$ cat config.mk
export PLATFORM = sky130hd
export DESIGN_NAME = alu_req_arbiter
export DESIGN_NICKNAME = d
export VERILOG_FILES = /design/src/rtl/alu_req_arbiter.sv
export SDC_FILE = /design/constraint.sdc
export NUM_CORES = 1
export LEC_CHECK = 0
export ABC_AREA = 1
export CAP_MARGIN = 25
export CORE_MARGIN = 8
export CORE_UTILIZATION = 35
export CTS_BUF_LIST = sky130_fd_sc_hd__clkbuf_8
export DETAILED_ROUTE_END_ITERATION = 8
export PLACE_DENSITY = 0.8
export SLEW_MARGIN = 20
export SYNTH_ARGS = -nofsm -noshare
export SYNTH_HDL_FRONTEND = slang
export SYNTH_SLANG_ARGS = --single-unit
$ cat constraint.sdc
create_clock -name clk -period 5.5 [get_ports clk]
set_input_delay 1.1 -clock clk [delete_from_list [all_inputs] [get_ports clk]]
set_output_delay 1.1 -clock clk [all_outputs]
set_load 0.1 [all_outputs]
$ cat src/rtl/alu_req_arbiter.sv
// Two-requester round-robin front end for a single shared combinational ALU.
// Operands are latched at accept and held on alu_* until the next accept; result/flag are registered.
module alu_req_arbiter #(
    parameter int WIDTH       = 32,
    parameter int OP_W        = 2,
    parameter int CMD_W       = 6,
    parameter int EXEC_CYCLES = 1
) (
    input  logic                 clk,
    input  logic                 rst,
    input  logic [1:0]           req_valid,
    output logic [1:0]           req_ready,
    input  logic [2*WIDTH-1:0]   req_a,
    input  logic [2*WIDTH-1:0]   req_b,
    input  logic [2*OP_W-1:0]    req_op,
    input  logic [2*CMD_W-1:0]   req_cmd,
    output logic [1:0]           rsp_valid,
    input  logic [1:0]           rsp_ready,
    output logic [WIDTH-1:0]     rsp_result,
    output logic [3:0]           rsp_flag,
    output logic [WIDTH-1:0]     alu_A,
    output logic [WIDTH-1:0]     alu_B,
    output logic [OP_W-1:0]      alu_op,
    output logic [CMD_W-1:0]     alu_cmd,
    input  logic [WIDTH-1:0]     alu_result,
    input  logic [3:0]           alu_flag,
    output logic                 busy
);
    typedef enum logic [1:0] {S_IDLE, S_EXEC, S_RESP} state_t;

    localparam logic [3:0] CNT_INIT = 4'(EXEC_CYCLES - 1);

    state_t             state_q;
    logic               prio_q;
    logic               id_q;
    logic [3:0]         cnt_q;
    logic [WIDTH-1:0]   a_q, b_q, res_q;
    logic [OP_W-1:0]    op_q;
    logic [CMD_W-1:0]   cmd_q;
    logic [3:0]         flag_q;

    logic               grant_d;
    logic [1:0]         rdy_d;

    // Priority holder wins if asking; otherwise the other side may take the slot.
    always_comb begin
        grant_d = req_valid[prio_q] ? prio_q : ~prio_q;
        rdy_d   = 2'b00;
        if (state_q == S_IDLE && !rst && req_valid[grant_d])
            rdy_d[grant_d] = 1'b1;
    end

    always_ff @(posedge clk or posedge rst) begin
        if (rst) begin
            state_q <= S_IDLE;
            prio_q  <= 1'b0;
            id_q    <= 1'b0;
            cnt_q   <= '0;
            a_q     <= '0;
            b_q     <= '0;
            op_q    <= '0;
            cmd_q   <= '0;
            res_q   <= '0;
            flag_q  <= '0;
        end else begin
            case (state_q)
                S_IDLE: begin
                    if (rdy_d != 2'b00) begin
                        a_q     <= grant_d ? req_a[2*WIDTH-1:WIDTH]   : req_a[WIDTH-1:0];
                        b_q     <= grant_d ? req_b[2*WIDTH-1:WIDTH]   : req_b[WIDTH-1:0];
                        op_q    <= grant_d ? req_op[2*OP_W-1:OP_W]    : req_op[OP_W-1:0];
                        cmd_q   <= grant_d ? req_cmd[2*CMD_W-1:CMD_W] : req_cmd[CMD_W-1:0];
                        id_q    <= grant_d;
                        cnt_q   <= CNT_INIT;
                        state_q <= S_EXEC;
                    end
                end
                S_EXEC: begin
                    if (cnt_q == 4'd0) begin
                        res_q   <= alu_result;
                        flag_q  <= alu_flag;
                        state_q <= S_RESP;
                    end else begin
                        cnt_q <= cnt_q - 4'd1;
                    end
                end
                S_RESP: begin
                    if (rsp_ready[id_q]) begin
                        prio_q  <= ~id_q;
                        state_q <= S_IDLE;
                    end
                end
                default: state_q <= S_IDLE;
            endcase
        end
    end

    assign req_ready  = rdy_d;
    assign rsp_valid  = (state_q == S_RESP) ? (id_q ? 2'b10 : 2'b01) : 2'b00;
    assign rsp_result = res_q;
    assign rsp_flag   = flag_q;
    assign alu_A      = a_q;
    assign alu_B      = b_q;
    assign alu_op     = op_q;
    assign alu_cmd    = cmd_q;
    assign busy       = (state_q != S_IDLE);
endmodule

==> results.md, run 1 <==
* Die W at approximately 140 um
* Slowest Stage Delay on Critical Path at around 1100 ps
* Io pins at around 300
* Worst path most repeated cell: inv_1
* Setup Buffers After CTS at 0
* Data required time of the worst path at 4400 ps
* GR Util met3 at between 7 and 8%
* Grt met1 use at 21.7%
* Mapped Nets at a little under 800
* Period utilization at a little over three fifths
* First DRT Iteration DRCs at 238
* WL/cell at approximately 16 um
* Share of cells above drive strength 1 at roughly 4.4%
* Syn. warnings at 0
* Syn avg cell area at between 8 and 9 um2
* Max Fclk at just under 0.3 GHz
* Status: finished, final reports clean
* Vias in the first global route at between 5k and 6k
* Yosys cell types at 20
* Largest area contributor in the netlist: dfrtp_1
* Skew final at between 8 and 9 ps
* Synth top area share at 58.1%
* Height of the die at roughly 140 um
* Port Buffer Count at 298
* Max Root-Sink Buffers at 2
* Final setup vio count at 0
* Antenna violations before repair at 0
* # rows at 43
* Pin count of the biggest net entering global routing at 74
* Worst Setup End Kind: output pin
* Num CTS Buffers at 17
* GRT Overall Usage at a little under a fifth
* PostCTS Resize Cnt at 0
* Clock slew at reported path FFs at roughly 70 ps
* Rel. slew slack at a little under 30%
* Layout area overhead at 68.1%
* Worst EP arrival at roughly 2300 ps
* Core area at around 0.014 mm2
* GRT busiest layer: met2
* Max Slew Vio Count at 0
* Mapped cell area at around 0.005 mm2
* Final Wtd Congestion at slightly below 0.8
* Core Util, Final at 60.3%
* Initial core utilization at a little over a third
* H-Tree Level Count at 4
* ANT nets after route at 0
* Final hold viol count at 0
* Syn Inst Count at between 500 and 600
* Die area at 0.0184 mm2
* DR DRC count at 0
* # hold bufs at CTS at 0
* Final HPWL DP at 13300 um
* Seq cells post-synth at approximately 120
* Crit path time final at approximately 3400 ps
* Critical path type: flop to output pin
* # clock sinks at between 100 and 150
* # nets final at about 1.1k
* Grt ovf at 0
* Synth area leaders: dfrtp_1, nand2_1, nand3_1, inv_1, o21ai_1
* Least-Margin Pin Slew at about 1100 ps
* Worst-Skew Late Latency at 420 ps
* Worst Setup Start Kind: flop
* Critical path fanouts, max at 3
* Crit-path cells: inv_1 -> nand2_1 -> inv_1 -> nand2_1 -> inv_1 -> clkdlybuf4s50_1
* Seq/Total Area, Yosys at between 50% and 60%
* Via-per-instance ratio at around 4.6
* GRT met2 Usage at a little under a third
* Routed vias at ~5k
* Unrepaired setup endpoints after global routing: no
* Crit-path slowest cell: clkdlybuf4s50_1
* Max-Cap Viols at 0
* Antenna Cells at 0
* First-pass GRT wire length at approximately 27000 um
* CTS tree: done
* DRT Pass-1 Iters at 4
* Final wirelength at 17700 um
* Clk root buf: clkbuf_8
* TNS Setup at 0 ps
* Hold Path Class: flop to flop
-- state kept, by name (all words and copies together) (netlist names) --
register,count
cnt_q,4
prio_q,1
state_q,2
alu_op,2
alu_B,32
alu_cmd,6
alu_A,32
rsp_result,32
id_q,1
rsp_flag,4
-- worst max-delay path, delay by kind of cell, from the launching register on --
family | cells | cell delay, ps
buf+inv | 4 | 1370
flops | 1 | 380
simple gates | 2 | 160
-- metrics by stage --
stage	setup WS (ps)	instance area (um2)	std cells	hold slack, ps
finish	2070	8400	1083	485
CTS	2020	8400	1083	488
detailed placement	2090	8100	1053	472
global route	1900	8400	1083	508
floorplan	782	5000	599	449
global placement	2120	8100	1053	464
-- cell type report --
type,count,area (um2)
clock inverters,12,53.8
multi-input cells,403,1730
well taps,180,225
inverters,50,191
fillers,1215,5530
clock buffers,18,248
flip-flops and latches,116,2900
repair buffers,304,3050
-- final timing paths --
kind                                from  slack, ps  cells past startpoint             end
max                           state_q[0]       2070                      6    rsp_valid[0]
min                        rsp_result[1]        480                      2   rsp_result[1]
max reg2reg                   state_q[1]       3450                      6        alu_B[4]
min reg2reg                rsp_result[1]        480                      2   rsp_result[1]
max in group asynchronous            rst       2950                      4  rsp_result[13]
min in group asynchronous            rst       1340                      3       alu_A[25]
-- Yosys cell counts, drive strengths merged --
master and n:
a21oi 1, buf 23, clkbuf 7, dfrtp 116, ha 2, inv 50, nand2 270, nand3 77
nand3b 1, nand4 1, nor2 10, o21ai 40, xor2 1
-- kinds of logic after synthesis --
| group | after synthesis | synth area share (%) |
|---|---|---|
| AOI/OAI and AO/OA | 41 | 4.10 |
| xor gates and xnor gates | 1 | 0.175 |
| adders and majority gates | 2 | 0.501 |
| buffers and inverters | 80 | 7.38 |
| DFF | 116 | 58.1 |
| and+or+nand+nor | 359 | 29.8 |
-- layer usage --
| metal | vias to the layer above | routed length (um) |
|---|---|---|
| met5 | - | 0 |
| li1 | 2444 | - |
| met1 | 2285 | 7180 |
| met3 | 20 | 1800 |
| met2 | 222 | 8510 |
| met4 | 0 | 259 |
-- cell usage in the layout (no fill, tap or decap), types with 2 or more instances in the layout --
| cell type | count |
|---|---|
| nor2_1 | 6 |
| clkdlybuf4s50_1 | 296 |
| clkbuf_8 | 18 |
| clkinv_2 | 7 |
| o21ai_0 | 19 |
| dfrtp_1 | 116 |
| inv_1 | 54 |
| buf_12 | 2 |
| o21ai_1 | 21 |
| ha_1 | 2 |
| nand3_1 | 75 |
| nand2_1 | 270 |
| nor2_4 | 3 |
| buf_4 | 6 |
Power of run 1 is not shown: default switching activity piles up to over one toggle a cycle in this logic, so the estimate is an artifact.
==> run 2, diff against run 1 <==
==> constraint.sdc (replaced) <==
create_clock -name clk -period 2.9 [get_ports clk]
set_input_delay 0.58 -clock clk [delete_from_list [all_inputs] [get_ports clk]]
set_output_delay 0.58 -clock clk [all_outputs]
set_load 0.1 [all_outputs]
==> results.md, run 2 (synthesized netlist as in run 1, its figures left out) <==
* Status: finished, final reports clean
* Worst-Skew Late Latency at 430 ps (about the same)
* # clock sinks at 116 (unchanged)
* Most frequent cells in the layout: nand2_1, clkdlybuf4s50_1, dfrtp_1, buf_4, nand3_1
* Antenna Cells at 0 (unchanged)
* GRT Overall Usage at 19.2% (+0.12 points)
* WHS at 488 ps (+2.97 ps)
* Clock slew at reported path FFs at 70 ps (about the same)
* Max-Cap Viols at 0 (unchanged)
* Clk root buf: clkbuf_8
* Slowest Stage Delay on Critical Path at 420 ps (-710 ps)
* Io pins at 299 (unchanged)
* Port Buffer Count at 298 (unchanged)
* Layout area overhead at 66.6%
* Hold Startpoint: rsp_result[29]
* Most common cell after layout, fill and taps aside: nand2_1
* Share of cells above drive strength 1 at 17.5% (+13 points)
* Hold Path Sink: rsp_result[29]
* Routed vias at 4941 (-0.60%)
* Height of the die at 136 um (unchanged)
* Uppermost layer routed: met4
* PostCTS Resize Cnt at 0 (unchanged)
* Core area at 0.0139 mm2 (unchanged)
* ANT nets after route at 0 (unchanged)
* H-Tree Level Count at 4 (unchanged)
* Grt ovf at 0 (unchanged)
* Skew final at 7.25 ps (-0.914 ps)
* Final hold viol count at 0 (unchanged)
* # nets final at 1081 (+0.093%)
* Via-per-instance ratio at 4.55 (-0.79%)
* Crit path time final at roughly 2400 ps
* Critical path fanouts, max at 2 (-1)
* Final wirelength at 17500 um (-1.2%)
* Initial core utilization at 35.9% (unchanged)
* Reg2reg end: alu_A[0]
* CP Launch Point: req_valid[0]
* Unrepaired setup endpoints after global routing: no
* Data required time of the worst path at 2320 ps (-2080 ps)
* Worst Setup End Kind: output pin
* Worst Setup Start Kind: primary input
* DR DRC count at 0 (unchanged)
* Max Slew Vio Count at 0 (unchanged)
* # rows at 43 (unchanged)
* Fillers at 1229 (+1.2%)
* First DRT Iteration DRCs at 187 (-21%)
* CP bufs+invs at 3 (-1)
* Antenna violations before repair at 0 (unchanged)
* Max Root-Sink Buffers at 2 (unchanged)
* Crit-path cells: clkdlybuf4s50_1 -> o21ai_1 -> inv_1 -> nor2_4 -> buf_12
* Final Wtd Congestion at 0.765 (-3.7%)
* Die W at 136 um (unchanged)
* WL met2 at 8420 um (-1.1%)
* FF/Latch Area at 0.00290 mm2 (unchanged)
* DRT met1 WL at 6950 um (-3.2%)
* Hold Path Class: flop to flop
* Critical path type: primary input to output pin
* CTS tree: done
* Final HPWL DP at 13200 um (-0.65%)
* Footprint of the multi-input gates at 0.00173 mm2 (unchanged)
* Die area at 0.0184 mm2 (unchanged)
* WL/cell at 16.2 um (-1.4%)
* Hold Path Depth at 2 (unchanged)
* Worst EP arrival at 1780 ps (-550 ps)
* Reg-to-reg startpoint: state_q[1]
* Least-Margin Pin Slew at 631 ps (-425 ps)
* Rel. slew slack at 57.9% (+29 points)
* Metal3 WL at 1950 um (+8.3%)
* Setup Buffers After CTS at 0 (unchanged)
* Worst Reg-to-Reg Cells at 6 (unchanged)
* Final setup vio count at 0 (unchanged)
* First-pass GRT wire length at 27400 um (+0.76%)
* Vias in the first global route at 5099 (+0.77%)
* Crit-path slowest cell: clkdlybuf4s50_1
* Period utilization at 81.3%
* Delay-heaviest family, CP: buffers and inverters
* DRT Pass-1 Iters at 5 (+1)
* Pin count of the biggest net entering global routing at 117 (+58%)
* Max Fclk at between 0.4 and 0.5 GHz
* Num CTS Buffers at 17 (unchanged)
* R2r setup slk at 1130 ps (-2320 ps)
* # hold bufs at CTS at 0 (unchanged)
[run 2: per-layer routing]
| metal | global-route usage [%] | vias up |
|---|---|---|
| li1 | - | 2447 |
| met3 | 8.05 | 17 |
| met5 | 0 | - |
| met2 | 31.4 | 226 |
| met1 | 22.4 | 2251 |
| met4 | 5.92 | 0 |
[run 2: metrics by stage]
stage,setup TNS (ps),util (%),cells,instance area (um2),setup slack [ps]
2_1_floorplan,-21250,-,599,5030,-513
3_3_place_gp,0,56.4,1054,7850,549
3_5_place_dp,0,56.4,1054,7850,528
4_1_cts,0,59.8,1085,8330,538
5_1_grt,0,59.8,1085,8330,469
6_report,0,59.8,1085,8330,543
[run 2: tightest hold or removal path, cell delays in order, from the launching register on]
cell and delay (ps):
dfrtp_1 350, nand2_1 50, o21ai_0 60
[run 2: layout make-up]
class | count | area share [%]
clock buffers | 22 | 3.64
clock inverters | 9 | 2.07
inverters | 50 | 2.30
multi-input cells | 403 | 20.8
flip-flops and latches | 116 | 34.9
well taps | 180 | 2.70
repair buffers | 305 | 33.6
[run 2: how the worst max path moves through the flow]
stage,slack (ps),to,depth (start not counted)
after floorplan,-510,req_ready[1],4
after global placement,550,req_ready[1],6
after detailed placement,530,alu_A[8],8
after CTS,540,req_ready[1],6
after global routing,470,req_ready[1],6
final,540,req_ready[1],5
Power of run 2 is left out for the same reason.
==> run 3, diff against run 2 <==
--- a/config.mk
+++ b/config.mk
@@ -8,10 +8,10 @@
 export ABC_AREA = 1
 export CAP_MARGIN = 25
 export CORE_MARGIN = 8
-export CORE_UTILIZATION = 35
+export CORE_UTILIZATION = 39
 export CTS_BUF_LIST = sky130_fd_sc_hd__clkbuf_8
 export DETAILED_ROUTE_END_ITERATION = 8
-export PLACE_DENSITY = 0.8
+export PLACE_DENSITY = 0.84
 export SLEW_MARGIN = 20
 export SYNTH_ARGS = -nofsm -noshare
 export SYNTH_HDL_FRONTEND = slang
==> constraint.sdc (replaced) <==
create_clock -name clk -period 2.2 [get_ports clk]
set_input_delay 0.44 -clock clk [delete_from_list [all_inputs] [get_ports clk]]
set_output_delay 0.44 -clock clk [all_outputs]
set_load 0.1 [all_outputs]
==> results.md, run 3 (synthesized netlist as in run 1, its figures left out) <==
* Worst EP arrival at 1650 ps (-130 ps)
* DR DRC count at 0 (unchanged)
* Period utilization at between 90 and 100%
* Worst Setup End Kind: output pin
* Pin count of the biggest net entering global routing at 117 (unchanged)
* Fillers at 976 (-21%)
* Layout area overhead at 68.7%
* Data required time of the worst path at 1760 ps (-560 ps)
* ANT nets after route at 0 (unchanged)
* Final Wtd Congestion at 0.814 (+6.4%)
* Final wirelength at 18000 um (+2.9%)
* Hold Startpoint: cnt_q[1]
* Final setup vio count at 0 (unchanged)
* First-pass GRT wire length at 27500 um (+0.40%)
* Clock slew at reported path FFs at 60 ps (about the same)
* Crit path time final at ~2100 ps
* Max Fclk at roughly 0.48 GHz
* Worst Setup Start Kind: flop
* First DRT Iteration DRCs at 320 (+71%)
* Max-Cap Viols at 0 (unchanged)
* Port Buffer Count at 298 (unchanged)
* CP Launch Point: state_q[1]
* Setup Buffers After CTS at 0 (unchanged)
* Most frequent cells in the layout: nand2_1, clkdlybuf4s50_1, dfrtp_1, buf_4, nand3_1
* Num CTS Buffers at 17 (unchanged)
* Critical path fanouts, max at 4 (+2)
* Unrepaired setup endpoints after global routing: no
* Rel. slew slack at 59.6% (+1.7 points)
* Final HPWL DP at 13800 um (+4.1%)
* Hold Path Class: flop to flop
* Die area at 0.0167 mm2 (-9.1%)
* # clock sinks at 116 (unchanged)
* Most common cell after layout, fill and taps aside: nand2_1
* Die W at 129 um (-4.6%)
* GRT Overall Usage at 21.5% (+2.3 points)
* PostCTS Resize Cnt at 0 (unchanged)
* Via-per-instance ratio at 4.65 (+2.2%)
* Core Util, Final at 67.1% (+7.3 points)
* Status: finished, final reports clean
* CTS tree: done
* Routed vias at 5046 (+2.1%)
* Reg-to-reg startpoint: state_q[1]
* # nets final at 1086 (+0.46%)
* Antenna violations before repair at 1 (+1)
* # hold bufs at CTS at 0 (unchanged)
* WL/cell at 16.6 um (+3.0%)
* Final hold viol count at 0 (unchanged)
* Critical path type: flop to output pin
* Grt ovf at 0 (unchanged)
* H-Tree Level Count at 4 (unchanged)
* Least-Margin Pin Slew at 605 ps (-25.9 ps)
* Skew final at 8.59 ps (+1.34 ps)
* Footprint of the multi-input gates at 0.00173 mm2 (+0.14%)
* Max Root-Sink Buffers at 2 (unchanged)
* Share of cells above drive strength 1 at 17.9% (+0.45 points)
* Height of the die at 129 um (-4.6%)
* Clk root buf: clkbuf_8
* FF/Latch Area at 0.00290 mm2 (unchanged)
* Vias in the first global route at 5173 (+1.5%)
* Core area at 0.0126 mm2 (-9.8%)
* DRT Pass-1 Iters at 4 (-1)
* # rows at 41 (-4.7%)
* Max Slew Vio Count at 0 (unchanged)
* Initial core utilization at 39.8% (+3.9 points)
* Io pins at 299 (unchanged)
* Worst-Skew Late Latency at 430 ps (about the same)
## run 3: stage by stage
stage	hold slack (ps)	setup slack, ps	TNS [ps]	instances	instance area [um2]
2_1_floorplan	449	-933	-65740	599	5030
3_3_place_gp	466	165	0	1051	7980
3_5_place_dp	470	171	0	1051	7980
4_1_cts	488	59.4	0	1082	8430
5_1_grt	507	16.1	0	1083	8430
6_report	481	114	0	1084	8430
## run 3: worst max-delay path, cell delays in order, from the launching register on
cell	delay [ps]
dfrtp_1	420
nor2_2	230
nand3_4	160
nor2_4	200
buf_12	200
## run 3: layout make-up
cell class                      count  share of cell area, %
Clock buffer                       21                   3.43
Tap cell                          172                   2.55
Inverter                           50                   2.27
Sequential cell                   116                   34.4
Antenna cell                        2                 0.0594
Clock inverter                     10                   1.83
Timing Repair Buffer              310                   34.9
Multi-Input combinational cell    403                   20.6
## run 3: worst paths after layout
kind                           endpoint  slack (ps)  depth (start not counted)
max in group asynchronous      alu_A[3]        1170                          3
setup / recovery           req_ready[0]         110                          4
setup reg to reg               alu_A[6]         580                          6
min in group asynchronous    alu_cmd[2]         600                          3
hold / removal                 cnt_q[1]         480                          2
hold reg to reg                cnt_q[1]         480                          2
## run 3: routing by layer
| layer | part of all wire, % | vias to the layer above | track usage (%) | wire length, um |
|---|---|---|---|---|
| met3 | 11 | 18 | 9.08 | 1980 |
| met2 | 50 | 233 | 36.2 | 8960 |
| li1 | - | 2465 | - | - |
| met4 | 1.2 | 0 | 8.09 | 213 |
| met1 | 38 | 2330 | 23.8 | 6890 |
| met5 | 0 | - | 0 | 0 |
Power of run 3 is left out for the same reason.
